`src/rtl/countdown_timer.sv`:
```
// HH:MM:SS countdown timer with IDLE/RUN/PAUSE/DONE control and a 1 Hz tick enable.
// Optional feature: define COUNTDOWN_AUTO_RELOAD_EN to reload the preset on expiry and keep running.
module countdown_timer #(
   parameter int HOURS_MAX = 23
) (
   input  logic       clk,
   input  logic       reset,
   input  logic       tick,
   input  logic       load,
   input  logic [4:0] set_hours,
   input  logic [5:0] set_mins,
   input  logic [5:0] set_secs,
   input  logic       start,
   input  logic       stop,
   input  logic       ack,
   output logic [4:0] hours,
   output logic [5:0] mins,
   output logic [5:0] secs,
   output logic       running,
   output logic       done,
   output logic       alarm
);

   typedef enum logic [1:0] {
      IDLE  = 2'd0,
      RUN   = 2'd1,
      PAUSE = 2'd2,
      DONE  = 2'd3
   } state_t;

   localparam logic [4:0] H_MAX = 5'(HOURS_MAX);

   state_t     state;
   logic       count_zero;
   logic       count_one;
   logic [4:0] load_h;
   logic [5:0] load_m;
   logic [5:0] load_s;

   assign count_zero = (hours == 5'd0) && (mins == 6'd0) && (secs == 6'd0);
   assign count_one  = (hours == 5'd0) && (mins == 6'd0) && (secs == 6'd1);
   assign load_h     = (set_hours > H_MAX) ? H_MAX : set_hours;
   assign load_m     = (set_mins > 6'd59) ? 6'd59 : set_mins;
   assign load_s     = (set_secs > 6'd59) ? 6'd59 : set_secs;

`ifdef COUNTDOWN_AUTO_RELOAD_EN
   logic [4:0] pre_h;
   logic [5:0] pre_m;
   logic [5:0] pre_s;
   logic       preset_zero;

   assign preset_zero = (pre_h == 5'd0) && (pre_m == 6'd0) && (pre_s == 6'd0);

   // Preset capture; only needed when expiry reloads the count.
   always_ff @(posedge clk) begin
      if (reset) begin
         pre_h <= 5'd0;
         pre_m <= 6'd0;
         pre_s <= 6'd0;
      end else if (load) begin
         pre_h <= load_h;
         pre_m <= load_m;
         pre_s <= load_s;
      end
   end
`endif

   // Control FSM and count; one action per clock, taken from the highest-priority qualifying input.
   always_ff @(posedge clk) begin
      if (reset) begin
         state   <= IDLE;
         hours   <= 5'd0;
         mins    <= 6'd0;
         secs    <= 6'd0;
         running <= 1'b0;
         done    <= 1'b0;
         alarm   <= 1'b0;
      end else begin
         done <= 1'b0;
         if (load) begin
            hours   <= load_h;
            mins    <= load_m;
            secs    <= load_s;
            state   <= IDLE;
            running <= 1'b0;
            alarm   <= 1'b0;
         end else if (stop && (state == RUN)) begin
            state   <= PAUSE;
            running <= 1'b0;
         end else if (start && ((state == IDLE) || (state == PAUSE)) && !count_zero) begin
            state   <= RUN;
            running <= 1'b1;
         end else if (ack && (state == DONE)) begin
            state <= IDLE;
            alarm <= 1'b0;
         end else if (tick && (state == RUN)) begin
            if (count_one) begin
               done <= 1'b1;
`ifdef COUNTDOWN_AUTO_RELOAD_EN
               if (!preset_zero) begin
                  hours <= pre_h;
                  mins  <= pre_m;
                  secs  <= pre_s;
               end else begin
                  secs    <= 6'd0;
                  state   <= DONE;
                  running <= 1'b0;
                  alarm   <= 1'b1;
               end
`else
               secs    <= 6'd0;
               state   <= DONE;
               running <= 1'b0;
               alarm   <= 1'b1;
`endif
            end else if (secs != 6'd0) begin
               secs <= secs - 6'd1;
            end else if (mins != 6'd0) begin
               secs <= 6'd59;
               mins <= mins - 6'd1;
            end else if (hours != 5'd0) begin
               secs  <= 6'd59;
               mins  <= 6'd59;
               hours <= hours - 5'd1;
            end else begin
               secs <= 6'd0;
            end
         end else begin
            state <= state;
         end
      end
   end

endmodule

```
`config.mk`:
```
export PLATFORM = sky130hd
export DESIGN_NAME = countdown_timer
export DESIGN_NICKNAME = d
export VERILOG_FILES = /design/src/rtl/countdown_timer.sv
export SDC_FILE = /design/constraint.sdc
export NUM_CORES = 1
export LEC_CHECK = 0
export CAP_MARGIN = 20
export CORE_UTILIZATION = 35
export CTS_BUF_LIST = sky130_fd_sc_hd__clkbuf_8
export DETAILED_ROUTE_END_ITERATION = 10
export PLACE_DENSITY = 0.65
export RECOVER_POWER = 50
export SYNTH_ARGS = -nofsm -noshare
export SYNTH_HDL_FRONTEND = slang
export SYNTH_SLANG_ARGS = --single-unit
export TNS_END_PERCENT = 50
```
`constraint.sdc`:
```
create_clock -name clk -period 2.4 [get_ports clk]
set_input_delay 0.36 -clock clk [delete_from_list [all_inputs] [get_ports clk]]
set_output_delay 0.36 -clock clk [all_outputs]
set_load 0.005 [all_outputs]
```
# Word level (Yosys, flattened, before mapping)
# Index checks and enable logic that the tools add are counted.
[op_classes] add_sub_neg=3 n_mul=0 div_mod_pow=0 magnitude_cmp=3 n_eq_ne=11 shifts=0 n_mux=43 n_bitwise=3 n_reduce_logical=38
[ops] operator="6-bit 2-to-1 mux" n=20
[ops] operator="5-bit 2-to-1 mux" n=10
[ops] operator="2-bit inequality test, second input constant" n=7
[ops] operator="6-bit greater-than comparator, second input constant" n=2
[ops] operator="6-bit logical NOT" n=2
[ops] operator="2-bit nonzero test" n=6
[ops] operator="6-bit nonzero test" n=2
[ops] operator="6-bit by 1-bit subtractor with 6-bit output, second input constant" n=2
[ops] operator="2-bit 2-to-1 mux" n=5
[ops] operator="3-bit nonzero test" n=3
[ops] operator="1-bit logical AND" n=8
[ops] operator="1-bit 2-to-1 mux" n=8
[ops] operator="4-bit AND reduction" n=2
[ops] operator="8-bit AND reduction" n=1
[ops] operator="4-bit nonzero test" n=2
[ops] operator="7-bit AND reduction" n=1
[ops] operator="6-bit by 1-bit equality test with 1-bit output, second input constant" n=1
[ops] operator="6-bit OR reduction" n=1
[ops] operator="5-bit greater-than comparator, second input constant" n=1
[ops] operator="5-bit logical NOT" n=1
[ops] operator="5-bit nonzero test" n=1
[ops] operator="5-bit by 1-bit subtractor with 5-bit output, second input constant" n=1
[ops] operator="2-bit equality test, second input constant" n=2
[ops] operator="2-bit AND reduction" n=2
[ops] operator="8 further kinds" n=10
[totals] ff_bits=22 latch_bits=0 mem_bits_rw=0 rom_bits=0 n_memories=0

# Longest topological paths before layout
# Gate-level depths: netlist of the first run.
[depth] word_depth=10 depth_mapped=7 mapped_depth_nobuf=6

# Worst setup path after synthesis of the first run
# Ideal clock, no wire load.
[synth_timing] kind="reg-to-reg" startpoint="reg mins[0]" endpoint="reg secs[5]" setup_time_ns=0.140 arrival_time_ns=1.617 t_required_ns=2.260 setup_slack_ns=0.642 stages_incl_launch_ff=8 n_path_buf=1 synth_period_minus_slack_ns=1.758 path_cell_list="dfxtp_1 > inv_1 > ha_1 > nor2b_1 > clkbuf_1 > nand2_1 > o41ai_1 > a211oi_1"
[synth_via] elab_chain_cells=9 word_cells_on_any_way=17 classes_between="eq/ne (1); mux (8); reduce/logical (8)"
[synth_lines] item="start, declared" line_no="17" source="output logic [5:0] mins,"
[synth_lines] item="start signal, assigned" line_no="82" source="mins <= load_m;"
[synth_lines] item="start signal, assigned" line_no="120" source="mins <= mins - 6'd1;"
[synth_lines] item="6-bit nonzero test or 6-bit logical NOT (tied branches)" line_no="118, 40, 41"
[synth_lines] item="6-bit 2-to-1 mux or 1-bit logical AND (tied branches)" line_no="118, 40, 41"
[synth_lines] item="6-bit 2-to-1 mux or 1-bit logical AND (tied branches)" line_no="116, 41"
[synth_lines] item="6-bit 2-to-1 mux" line_no="97" source="if (count_one) begin"
[synth_lines] item="6-bit 2-to-1 mux" line_no="96" source="end else if (tick && (state == RUN)) begin"
[synth_lines] item="6-bit 2-to-1 mux" line_no="93" source="end else if (ack && (state == DONE)) begin"
[synth_lines] item="6-bit 2-to-1 mux" line_no="90" source="end else if (start && ((state == IDLE) || (state == PAUSE)) && !count_zero) begin"
[synth_lines] item="6-bit 2-to-1 mux" line_no="87" source="end else if (stop && (state == RUN)) begin"
[synth_lines] item="6-bit 2-to-1 mux" line_no="80" source="if (load) begin"
[synth_lines] item="end signal, assigned" line_no="83" source="secs <= load_s;"
[synth_lines] item="end signal, assigned" line_no="117" source="secs <= secs - 6'd1;"
[synth_lines] item="end, declared" line_no="18" source="output logic [5:0] secs,"
# Several ways; a longest one is shown, not always the timed one. The select of a mux whose other input is x is not followed.
# A chain may end at the register's enable or synchronous reset.

# Worst setup path after layout of the first run
[layout_timing] startpoint="reg hours[1]" endpoint="reg secs[5]"
[layout_via] elab_chain_cells=10 word_cells_on_any_way=18 classes_between="eq/ne (1); mux (9); reduce/logical (8)"
[layout_lines] item="start, declared" line_no="16" source="output logic [4:0] hours,"
[layout_lines] item="start signal, assigned" line_no="81" source="hours <= load_h;"
[layout_lines] item="start signal, assigned" line_no="124" source="hours <= hours - 5'd1;"
[layout_lines] item="5-bit nonzero test" line_no="121" source="end else if (hours != 5'd0) begin"
[layout_lines] item="6-bit 2-to-1 mux" line_no="121"
[layout_lines] item="6-bit 2-to-1 mux" line_no="118" source="end else if (mins != 6'd0) begin"
[layout_lines] item="6-bit 2-to-1 mux" line_no="116" source="end else if (secs != 6'd0) begin"
[layout_lines] item="6-bit 2-to-1 mux" line_no="97"
[layout_lines] item="6-bit 2-to-1 mux" line_no="96"
[layout_lines] item="6-bit 2-to-1 mux" line_no="93"
[layout_lines] item="6-bit 2-to-1 mux" line_no="90"
[layout_lines] item="6-bit 2-to-1 mux" line_no="87"
[layout_lines] item="6-bit 2-to-1 mux" line_no="80"
# Several ways; a longest one is shown, not always the timed one. The select of a mux whose other input is x is not followed.

==> flow_summary.yaml, run 1 <==
synth:
  yosysSeqAreaShare_pct: 26.21
  postSynth.topFlopCell: "sky130_fd_sc_hd__dfxtp_1"
  mappedNetlistNets: 234
  post_synth_instance_area_mm2: 0.001680
  ys.warnings.count: 0
  synth_edf_count: 0
  synthCells: 203
  asyncSetResetFlopFracSynth_pct: 0
  avgSynthCellArea_um2: 8.278
  synth.ff_latch_count: 22
  yosysUniqueCellTypes: 59
sta:
  total_setup_violations_reported_at_the_end_of_the_flow: 0
  final.min_clock_period_ns: 2.089
  finalHoldViolCount: 0
  worst-slew-pin-transition_ns: 0.5818
  max_slew_violations: 0
  worst_hold_margin_ns: 0.4606
  slew_headroom_pct: 60.71
  fin_skew_ns: 0.003243
  rsz0062_at_grt: "no"
  max_clock_freq_ghz: 0.4787
  setup_tns_ns: 0
  fin_crit_sh_pct: 87.04
setup_path:
  crit_path_max_incr_delay_ns: 0.61
  worstSetupEndpointType: "flop"
  criticalPathCategory: "reg -> reg"
  path_delay_family: "compound AO/OA/AOI/OAI gates"
  critical_path.slowest_cell: "sky130_fd_sc_hd__o41ai_1"
  worstPathRequired_ns: 2.53
  setup.worst_path.start_class: "flop"
  critical_path_depth: 5
  regToRegSetupSlack_ns: 0.31
  regToRegStartpoint: "hours[1]"
  r2r_depth: 5
  arrival_ns: 2.22
  timing.critical_path.cells: "inv_1 > ha_1 > or4b_4 > o41ai_1 > a211oi_1"
  path_buf_inv: 1
  critical_path.reg2reg.endpoint: "secs[5]"
  critical_path_peak_fanout: 5
floorplan:
  chipWidth_um: 71.29
  die_h_um: 71.29
  start_util_pct: 37.56
  placeableCoreArea_mm2: 0.004474
  placement_rows: 24
  design.die.area_mm2: 0.005082
  floorplan.io_pins: 44
clocking:
  buffers_inserted_during_post_cts_setup_optimization: 0
  cts_hold_buf: 0
  post_cts_resize_count: 0
  tritoncts: "yes"
  number_of_levels_the_h_tree_was_split_into: 1
  clk_transition_reported_paths_ns: 0.09
  clock_path_buffers: 2
  cts_made_buffers: 3
  worst_skew_pair_latency_ns: 0.27
  cts.sink_count: 22
  root_buffer: "sky130_fd_sc_hd__clkbuf_8"
hold_path:
  holdCritPathClass: "reg -> reg"
  min_path_cells: 2
  capture_endpoint_of_the_worst_hold_path: "alarm"
  worst_min_delay_path_startpoint: "alarm"
global_route:
  gr-usage-all-layers_pct: 19.23
  global_route_wire_length_before_repair_um: 7872
  grt_antenna_before_repair: 0
  gr-total-overflow: 0
  grt_max_degree: 33
  first_global_vias: 1705
route:
  detailroute.via_count: 1801
  postRouteAntennaNets: 0
  total_iterations_of_the_first_detailed_routing_run: 7
  drt_wl_total_um: 4752
  detailedRoute.firstIterationViolations: 111
  detail_route.wl_per_cell_um: 15.84
  drc: 3
  via_per_inst: 6.003
power_and_ir_drop:
  share_clk_of_total_power_pct: 26.1
  power_per_cell_area_mw_per_mm2: 478.9
  combPwrFrac_pct: 34.0
  internal_power_mw: 0.7159
  switching_share_pct: 33.29
  vdd_ir_drop_max_mv: 0.2319
  power.static_leakage_nw: 0.8698
  switching_power_mw: 0.3573
  seq_power_share_pct: 39.9
layout:
  final_cell_count_no_fill: 300
  final_layout_size_suffix_gt1_share_pct: 9.274
  final_design_area_no_fill_mm2: 0.002241
  fin_nets: 280
  antenna_cells_inserted: 0
  p_r_area_growth_vs_syn_pct: 33.36
placed_design:
  dpl.hpwl_um: 3597
  postPlaceCellArea_mm2: 0.002190
  place.gp.congestion: 0.8379
  place.detailed.instances: 296
  place.port_buffers: 43
status:
  violations: "design-rule violations"
  outcome: "finished with violations"
run:
  max_cap_viol_count: 0
logic make-up after synthesis:
kind of cell	Yosys count	share of synthesized area (%)
AO/OA/AOI/OAI	70	31.27
XOR/XNOR	2	1.043
adder cells (fa/ha/maj)	7	5.212
buffers and inverters	21	4.989
flip-flops	22	26.21
AND/OR/NAND/NOR	81	31.27
layer usage:
layer / track usage (%) / wire length [um]
met2: 31.85 / 2166
met4: 4.889 / 25
met1: 25.41 / 2319
met5: 0 / 0
met3: 4.219 / 239
state kept, by name, summed over array words and instances, names as in the netlist:
name and count:
state 2, mins 6, secs 6, running 1, alarm 1, done 1
hours 5
Yosys cell counts (all sizes together) (2+ instances only):
cell type	n	share of area, %
o2111ai	3	1.6
nand2	9	2.0
o31ai	2	0.89
nor2	15	3.4
o211ai	2	0.89
inv	12	2.7
clkbuf	7	1.6
nor2b	5	1.9
and2	2	0.74
a21o	2	0.89
a41oi	2	1.0
buf	2	0.74
a221o	4	2.4
a2111oi	4	2.5
nand3b	3	1.3
a2111o	2	1.3
o211a	2	1.2
nor4	4	3.3
ha	7	5.2
xnor2	2	1.0
and4	2	1.0
nand3	9	3.3
o21bai	4	1.8
o21ai	4	1.2
nand4	6	2.2
o32ai	2	1.0
and3	3	1.1
a31oi	4	1.5
nand2b	4	1.5
o31a	2	1.0
o22ai	2	0.74
a221oi	2	1.0
a21oi	17	5.1
dfxtp	22	26
nor3	11	4.2
stage by stage:
stage | utilization [%] | power, mW | worst slack [ns]
after floorplan | - | 0.6542 | 0.6424
after global placement | 48.94 | 0.8060 | 0.2391
after detailed placement | 48.94 | 0.8068 | 0.2030
after CTS | 50.17 | 1.088 | 0.3402
after global routing | 50.08 | 1.132 | 0.1827
final | 50.08 | 1.073 | 0.3111
power by group through the flow:
stage          Sequential (mW)  Clock, mW  Combinational (mW)
6_report                 0.428      0.280               0.365
5_1_grt                  0.435      0.299               0.398
4_1_cts                  0.429      0.286               0.372
3_5_place_dp             0.438          0               0.369
3_3_place_gp             0.438          0               0.368
2_1_floorplan            0.432          0               0.222
final cells by class:
type                            count  area, um2
Sequential cell                    22      440.4
Clock buffer                        4      55.05
Timing Repair Buffer               50      479.2
Tap cell                           52      65.06
Inverter                           12      45.04
Multi-Input combinational cell    160       1156
Fill cell                         431       2233
cell usage in the layout (no fill, tap or decap), drive strengths merged, types with 2 or more instances in the layout:
cell and n:
and3 3, clkbuf 5, o31ai 2, dfxtp 22, a21o 2, a221o 4, a221oi 2, inv 12
o21ai 4, xnor2 2, o211ai 2, ha 7, nor3 11, o31a 2, nand3b 3, and2 2
clkdlybuf4s50 23, o211a 2, o22ai 2, o2111ai 3, o21bai 4, and4 2, nor4 4, buf 6
o32ai 2, a31oi 4, nand2b 4, nor2b 5, nand4 6, nand3 9, nor2 15, a2111o 2
a2111oi 4, dlygate4sd3 20, nand2 9, a21oi 17, a41oi 2
how the worst max path moves through the flow:
stage | from | endpoint | slack, ns
floorplan | mins[0] | secs[5] | 0.64
global placement | stop | mins[0] | 0.24
detailed placement | stop | mins[0] | 0.20
CTS | hours[0] | secs[5] | 0.34
global route | hours[0] | secs[5] | 0.18
finish | hours[1] | secs[5] | 0.31
worst register-to-register path, stage by stage, from the launching register on:
cell,delay [ns]
sky130_fd_sc_hd__dfxtp_1,0.34
sky130_fd_sc_hd__inv_1,0.13
sky130_fd_sc_hd__ha_1,0.19
sky130_fd_sc_hd__or4b_4,0.53
sky130_fd_sc_hd__o41ai_1,0.61
sky130_fd_sc_hd__a211oi_1,0.15
No activity file was read; power rests on OpenSTA's default activity.
==> run 2: changes to the inputs <==
--- a/constraint.sdc
+++ b/constraint.sdc
@@ -3,2 +3,2 @@
 set_output_delay 0.36 -clock clk [all_outputs]
-set_load 0.005 [all_outputs]
+set_load 0.05 [all_outputs]
==> run 2 against run 1 <==
  * The run still ends with design-rule violations left
  * Sequential share of layout area grew 0.17 points
  * Critical path type is now in -> reg
  * Total power is 7.1% higher
  * Global-route usage is the same
  * Sequential power about the same
  * Sequential cell count is the same
  * Die area stayed put
  * Routed wire length rose by 0.25%
  * Via count grew 0.44%
  * Cell count unchanged
  * Register-to-register slack gained 0.02 ns
  * Clock-buffer cell count unchanged
  * Critical endpoint is now mins[1]
==> flow_summary.yaml, run 2 (synthesis gave the netlist of run 1 again) <==
sta:
  finalHoldViolCount: 0
  fin_skew_ns: 0.003588
  fin_crit_sh_pct: 90.23
  final.min_clock_period_ns: 2.166
  worst_hold_margin_ns: 0.4605
  setup_tns_ns: 0
  rsz0062_at_grt: "no"
  max_clock_freq_ghz: 0.4618
  worst-slew-pin-transition_ns: 0.5823
  total_setup_violations_reported_at_the_end_of_the_flow: 0
  max_slew_violations: 0
  slew_headroom_pct: 60.67
clocking:
  clk_transition_reported_paths_ns: 0.08
  number_of_levels_the_h_tree_was_split_into: 1
  post_cts_resize_count: 0
  tritoncts: "yes"
  clock_path_buffers: 2
  cts_made_buffers: 3
  worst_skew_pair_latency_ns: 0.27
  root_buffer: "sky130_fd_sc_hd__clkbuf_8"
  cts.sink_count: 22
  cts_hold_buf: 0
  buffers_inserted_during_post_cts_setup_optimization: 0
global_route:
  gr-total-overflow: 0
  grt_antenna_before_repair: 0
  gr-usage-all-layers_pct: 19.23
  global_route_wire_length_before_repair_um: 7872
  first_global_vias: 1705
  grt_max_degree: 33
layout:
  most_common_cell_after_layout_fill_and_taps_aside: "sky130_fd_sc_hd__clkdlybuf4s50_1"
  final_layout_size_suffix_gt1_share_pct: 8.468
  antenna_cells_inserted: 0
  layout_top_registers: "mins: 6 flops, secs: 6 flops, hours: 5 flops"
  layout_common_cells: "30 x sky130_fd_sc_hd__clkdlybuf4s50_1, 22 x sky130_fd_sc_hd__dfxtp_1, 17 x sky130_fd_sc_hd__a21oi_1"
  p_r_area_growth_vs_syn_pct: 32.24
  fin_nets: 280
setup_path:
  criticalPathCategory: "in -> reg"
  critical_path.slowest_cell: "sky130_fd_sc_hd__dlygate4sd3_1"
  path_delay_family: "buffers and inverters"
  critical_path_peak_fanout: 8
  worstSetupEndpointType: "flop"
  arrival_ns: 2.32
  path_buf_inv: 2
  crit_path_max_incr_delay_ns: 0.57
  worstPathRequired_ns: 2.56
  setup.worst_path.start_class: "input port"
  timing.critical_path.cells: "dlygate4sd3_1 > and4bb_1 > and3_1 > clkbuf_1 > a2111o_1 > nand3_1"
placed_design:
  place.port_buffers: 43
  dpl.hpwl_um: 3597
  place.gp.congestion: 0.8379
floorplan:
  start_util_pct: 37.56
  chipWidth_um: 71.29
  die_h_um: 71.29
  placement_rows: 24
  placeableCoreArea_mm2: 0.004474
  design.die.area_mm2: 0.005082
  floorplan.io_pins: 44
status:
  outcome: "finished with violations"
  violations: "design-rule violations"
route:
  drt_wl_total_um: 4764
  detail_route.wl_per_cell_um: 15.88
  drc: 3
  via_per_inst: 6.030
  total_iterations_of_the_first_detailed_routing_run: 7
  detailedRoute.firstIterationViolations: 104
  detailroute.via_count: 1809
  postRouteAntennaNets: 0
power_and_ir_drop:
  power_per_cell_area_mw_per_mm2: 517.0
  totalPowerFinal_mw: 1.149
  power.static_leakage_nw: 0.8431
  vdd_ir_drop_max_mv: 0.2323
run:
  max_cap_viol_count: 0
hold_path:
  holdCritPathClass: "reg -> reg"
## run 2: changes by cell type in the layout (fill, tap and decap cells not counted), sizes merged
cell / change
clkbuf: +1
buf: -1
dlygate4sd3: -7
clkdlybuf4s50: +7
## run 2: tightest hold or removal path: stages, from the launching register on
cell and delay [ns]:
sky130_fd_sc_hd__dfxtp_1 0.31, sky130_fd_sc_hd__nand2_1 0.05, sky130_fd_sc_hd__a21oi_1 0.05
## run 2: final timing paths
| check | start | endpoint | slack [ns] | cells past startpoint |
|---|---|---|---|---|
| worst max-delay path | stop | mins[1] | 0.23 | 6 |
| worst min-delay path | alarm | alarm | 0.46 | 2 |
| worst max register to register | hours[1] | secs[5] | 0.33 | 5 |
| worst min register to register | alarm | alarm | 0.46 | 2 |
## run 2: layout make-up
class	instances	area, um2
Inverter	12	45.04
Sequential cell	22	440.4
Timing Repair Buffer	50	475.5
Fill cell	434	2252
Tap cell	52	65.06
Clock buffer	4	55.05
Multi-Input combinational cell	160	1141
## run 2: per-stage QoR
stage | utilization (%) | std cells | worst slack [ns] | area, um2
floorplan | - | 203 | 0.3720 | 1680
global placement | 48.94 | 296 | 0.2391 | 2190
detailed placement | 48.94 | 296 | 0.2030 | 2190
CTS | 50.17 | 300 | 0.3402 | 2245
global route | 49.66 | 300 | 0.1281 | 2222
finish | 49.66 | 300 | 0.2344 | 2222
## run 2: per-layer routing
layer  wire length, um  GRT usage [%]  vias to the layer above
met5                 0              0                        -
met4                25          4.889                        0
met3               246          4.219                        4
met2              2179          31.85                       55
met1              2312          25.41                      857
li1                  -              -                      893
## run 2: report_power, final
part	switching, mW	internal, mW	total, mW	leakage [nW]
clock network	0.133	0.147	0.280	0.0288
logic	0.260	0.180	0.440	0.633
registers	0.0388	0.390	0.429	0.182
==> run 3: changes to the inputs <==
Settings changed: GPL_TIMING_DRIVEN from default to 0, SKIP_CTS_REPAIR_TIMING from default to 1.
==> run 3 against run 2 <==
  * The flow still finishes with violations (design-rule violations)
  * Routed wire length up 1.1%
  * Cell count up 0.33%
  * Sequential share of layout area up 0.11 points
  * Clock-buffer cell count unchanged
  * Maximum frequency down 2.1%
  * Sequential power about the same
  * Die area unchanged
  * Worst setup slack worse by 0.046 ns
  * Combinational power about the same
  * Largest cell class unchanged
==> flow_summary.yaml, run 3 (synthesis gave the netlist of run 1 again) <==
power_and_ir_drop:
  totalPowerFinal_mw: 1.140
  power.static_leakage_nw: 0.8389
  power_per_cell_area_mw_per_mm2: 515.9
  vdd_ir_drop_max_mv: 0.2068
clocking:
  root_buffer: "sky130_fd_sc_hd__clkbuf_8"
  cts_made_buffers: 3
  clock_path_buffers: 2
  tritoncts: "yes"
  number_of_levels_the_h_tree_was_split_into: 1
  clk_transition_reported_paths_ns: 0.08
  cts.sink_count: 22
  worst_skew_pair_latency_ns: 0.26
global_route:
  gr-total-overflow: 0
  global_route_wire_length_before_repair_um: 7907
  grt_antenna_before_repair: 0
  grt_max_degree: 13
  gr-usage-all-layers_pct: 19.48
  first_global_vias: 1689
sta:
  worst_hold_margin_ns: 0.4604
  finalHoldViolCount: 0
  final.min_clock_period_ns: 2.211
  total_setup_violations_reported_at_the_end_of_the_flow: 0
  max_slew_violations: 0
  slew_headroom_pct: 63.76
  fin_skew_ns: 0.003214
  setup_tns_ns: 0
  worst-slew-pin-transition_ns: 0.5436
  fin_crit_sh_pct: 92.13
  rsz0062_at_grt: "no"
  timing.final.ws_setup_ns: 0.1888
  max_clock_freq_ghz: 0.4522
floorplan:
  design.die.area_mm2: 0.005082
  die_h_um: 71.29
  placeableCoreArea_mm2: 0.004474
  floorplan.io_pins: 44
  placement_rows: 24
  chipWidth_um: 71.29
  start_util_pct: 37.56
run:
  max_cap_viol_count: 0
layout:
  final_layout_size_suffix_gt1_share_pct: 6.827
  final_design_utilization_pct: 49.38
  p_r_area_growth_vs_syn_pct: 31.50
  fin_nets: 281
  layout_top_registers: "mins: 6 flops, secs: 6 flops, hours: 5 flops"
  fill_cell_total_of_the_finished_layout: 443
  layout_common_cells: "26 x sky130_fd_sc_hd__clkdlybuf4s50_1, 22 x sky130_fd_sc_hd__dfxtp_1, 17 x sky130_fd_sc_hd__a21oi_1"
  final_design_area_no_fill_mm2: 0.002210
  final_cell_count_no_fill: 301
  most_common_cell_after_layout_fill_and_taps_aside: "sky130_fd_sc_hd__clkdlybuf4s50_1"
  antenna_cells_inserted: 0
placed_design:
  postPlaceCellArea_mm2: 0.002166
  place.port_buffers: 42
  dpl_worst_slack_ns: 0.1012
  place.detailed.instances: 297
  dpl.hpwl_um: 3646
  place.gp.congestion: 0.9207
setup_path:
  r2r_depth: 7
  critical_path_peak_fanout: 10
  regToRegStartpoint: "mins[0]"
  worstSetupEndpoint: "mins[2]"
  regToRegSetupSlack_ns: 0.24
  criticalPathCategory: "in -> reg"
  worstPathRequired_ns: 2.57
  setup.worst_path.start: "stop"
  setup.worst_path.start_class: "input port"
  arrival_ns: 2.38
  critical_path.reg2reg.endpoint: "secs[5]"
  worstSetupEndpointType: "flop"
route:
  postRouteAntennaNets: 0
  detail_route.wl_per_cell_um: 16.01
  drc: 3
  total_iterations_of_the_first_detailed_routing_run: 8
  detailedRoute.firstIterationViolations: 150
  drt_wl_total_um: 4818
  via_per_inst: 6.013
  detailroute.via_count: 1810
hold_path:
  holdCritPathClass: "reg -> reg"
status:
  outcome: "finished with violations"
  violations: "design-rule violations"
run 3: cell count changes in the layout (fill, tap and decap cells not counted), sizes merged:
cell,change
clkbuf,+6
buf,-4
clkdlybuf4s50,-4
dlygate4sd3,+3
run 3: area by class of cell:
cell class	instances	area, um2	area share, %
inverters	12	45.04	2.039
plain buffers	9	36.28	1.642
repair buffers	42	420.4	19.03
multi-input cells	160	1147	51.93
flip-flops and latches	22	440.4	19.93
clock buffers	4	55.05	2.492
well taps	52	65.06	2.945
run 3: worst max-delay path, cell delays in order:
cell                            delay [ns]
sky130_fd_sc_hd__dlygate4sd3_1        0.58
sky130_fd_sc_hd__and4bb_1             0.43
sky130_fd_sc_hd__and3_1               0.32
sky130_fd_sc_hd__clkbuf_2             0.28
sky130_fd_sc_hd__a21oi_1              0.12
sky130_fd_sc_hd__o32ai_1              0.29
run 3: report_power, final:
part	leakage (nW)	switching (mW)	internal, mW
clock network	0.0288	0.127	0.146
logic	0.629	0.266	0.172
registers	0.182	0.0385	0.390
run 3: worst min-delay path by stage:
stage | startpoint | cells past startpoint | to | slack [ns]
2_1_floorplan | set_mins[1] | 2 | mins[1] | 0.51
6_report | alarm | 2 | alarm | 0.46
3_3_place_gp | alarm | 2 | alarm | 0.45
4_1_cts | alarm | 2 | alarm | 0.47
5_1_grt | alarm | 2 | alarm | 0.50
3_5_place_dp | alarm | 2 | alarm | 0.46
run 3: per-layer routing:
metal / vias to the layer above / track usage, % / share of wire, % / wire length (um)
met3: 6 / 3.376 / 7.7 / 373
met5: - / 0 / 0 / 0
met2: 79 / 31.22 / 45 / 2145
met1: 835 / 27.20 / 47 / 2272
li1: 890 / - / - / -
met4: 0 / 4.889 / 0.54 / 26
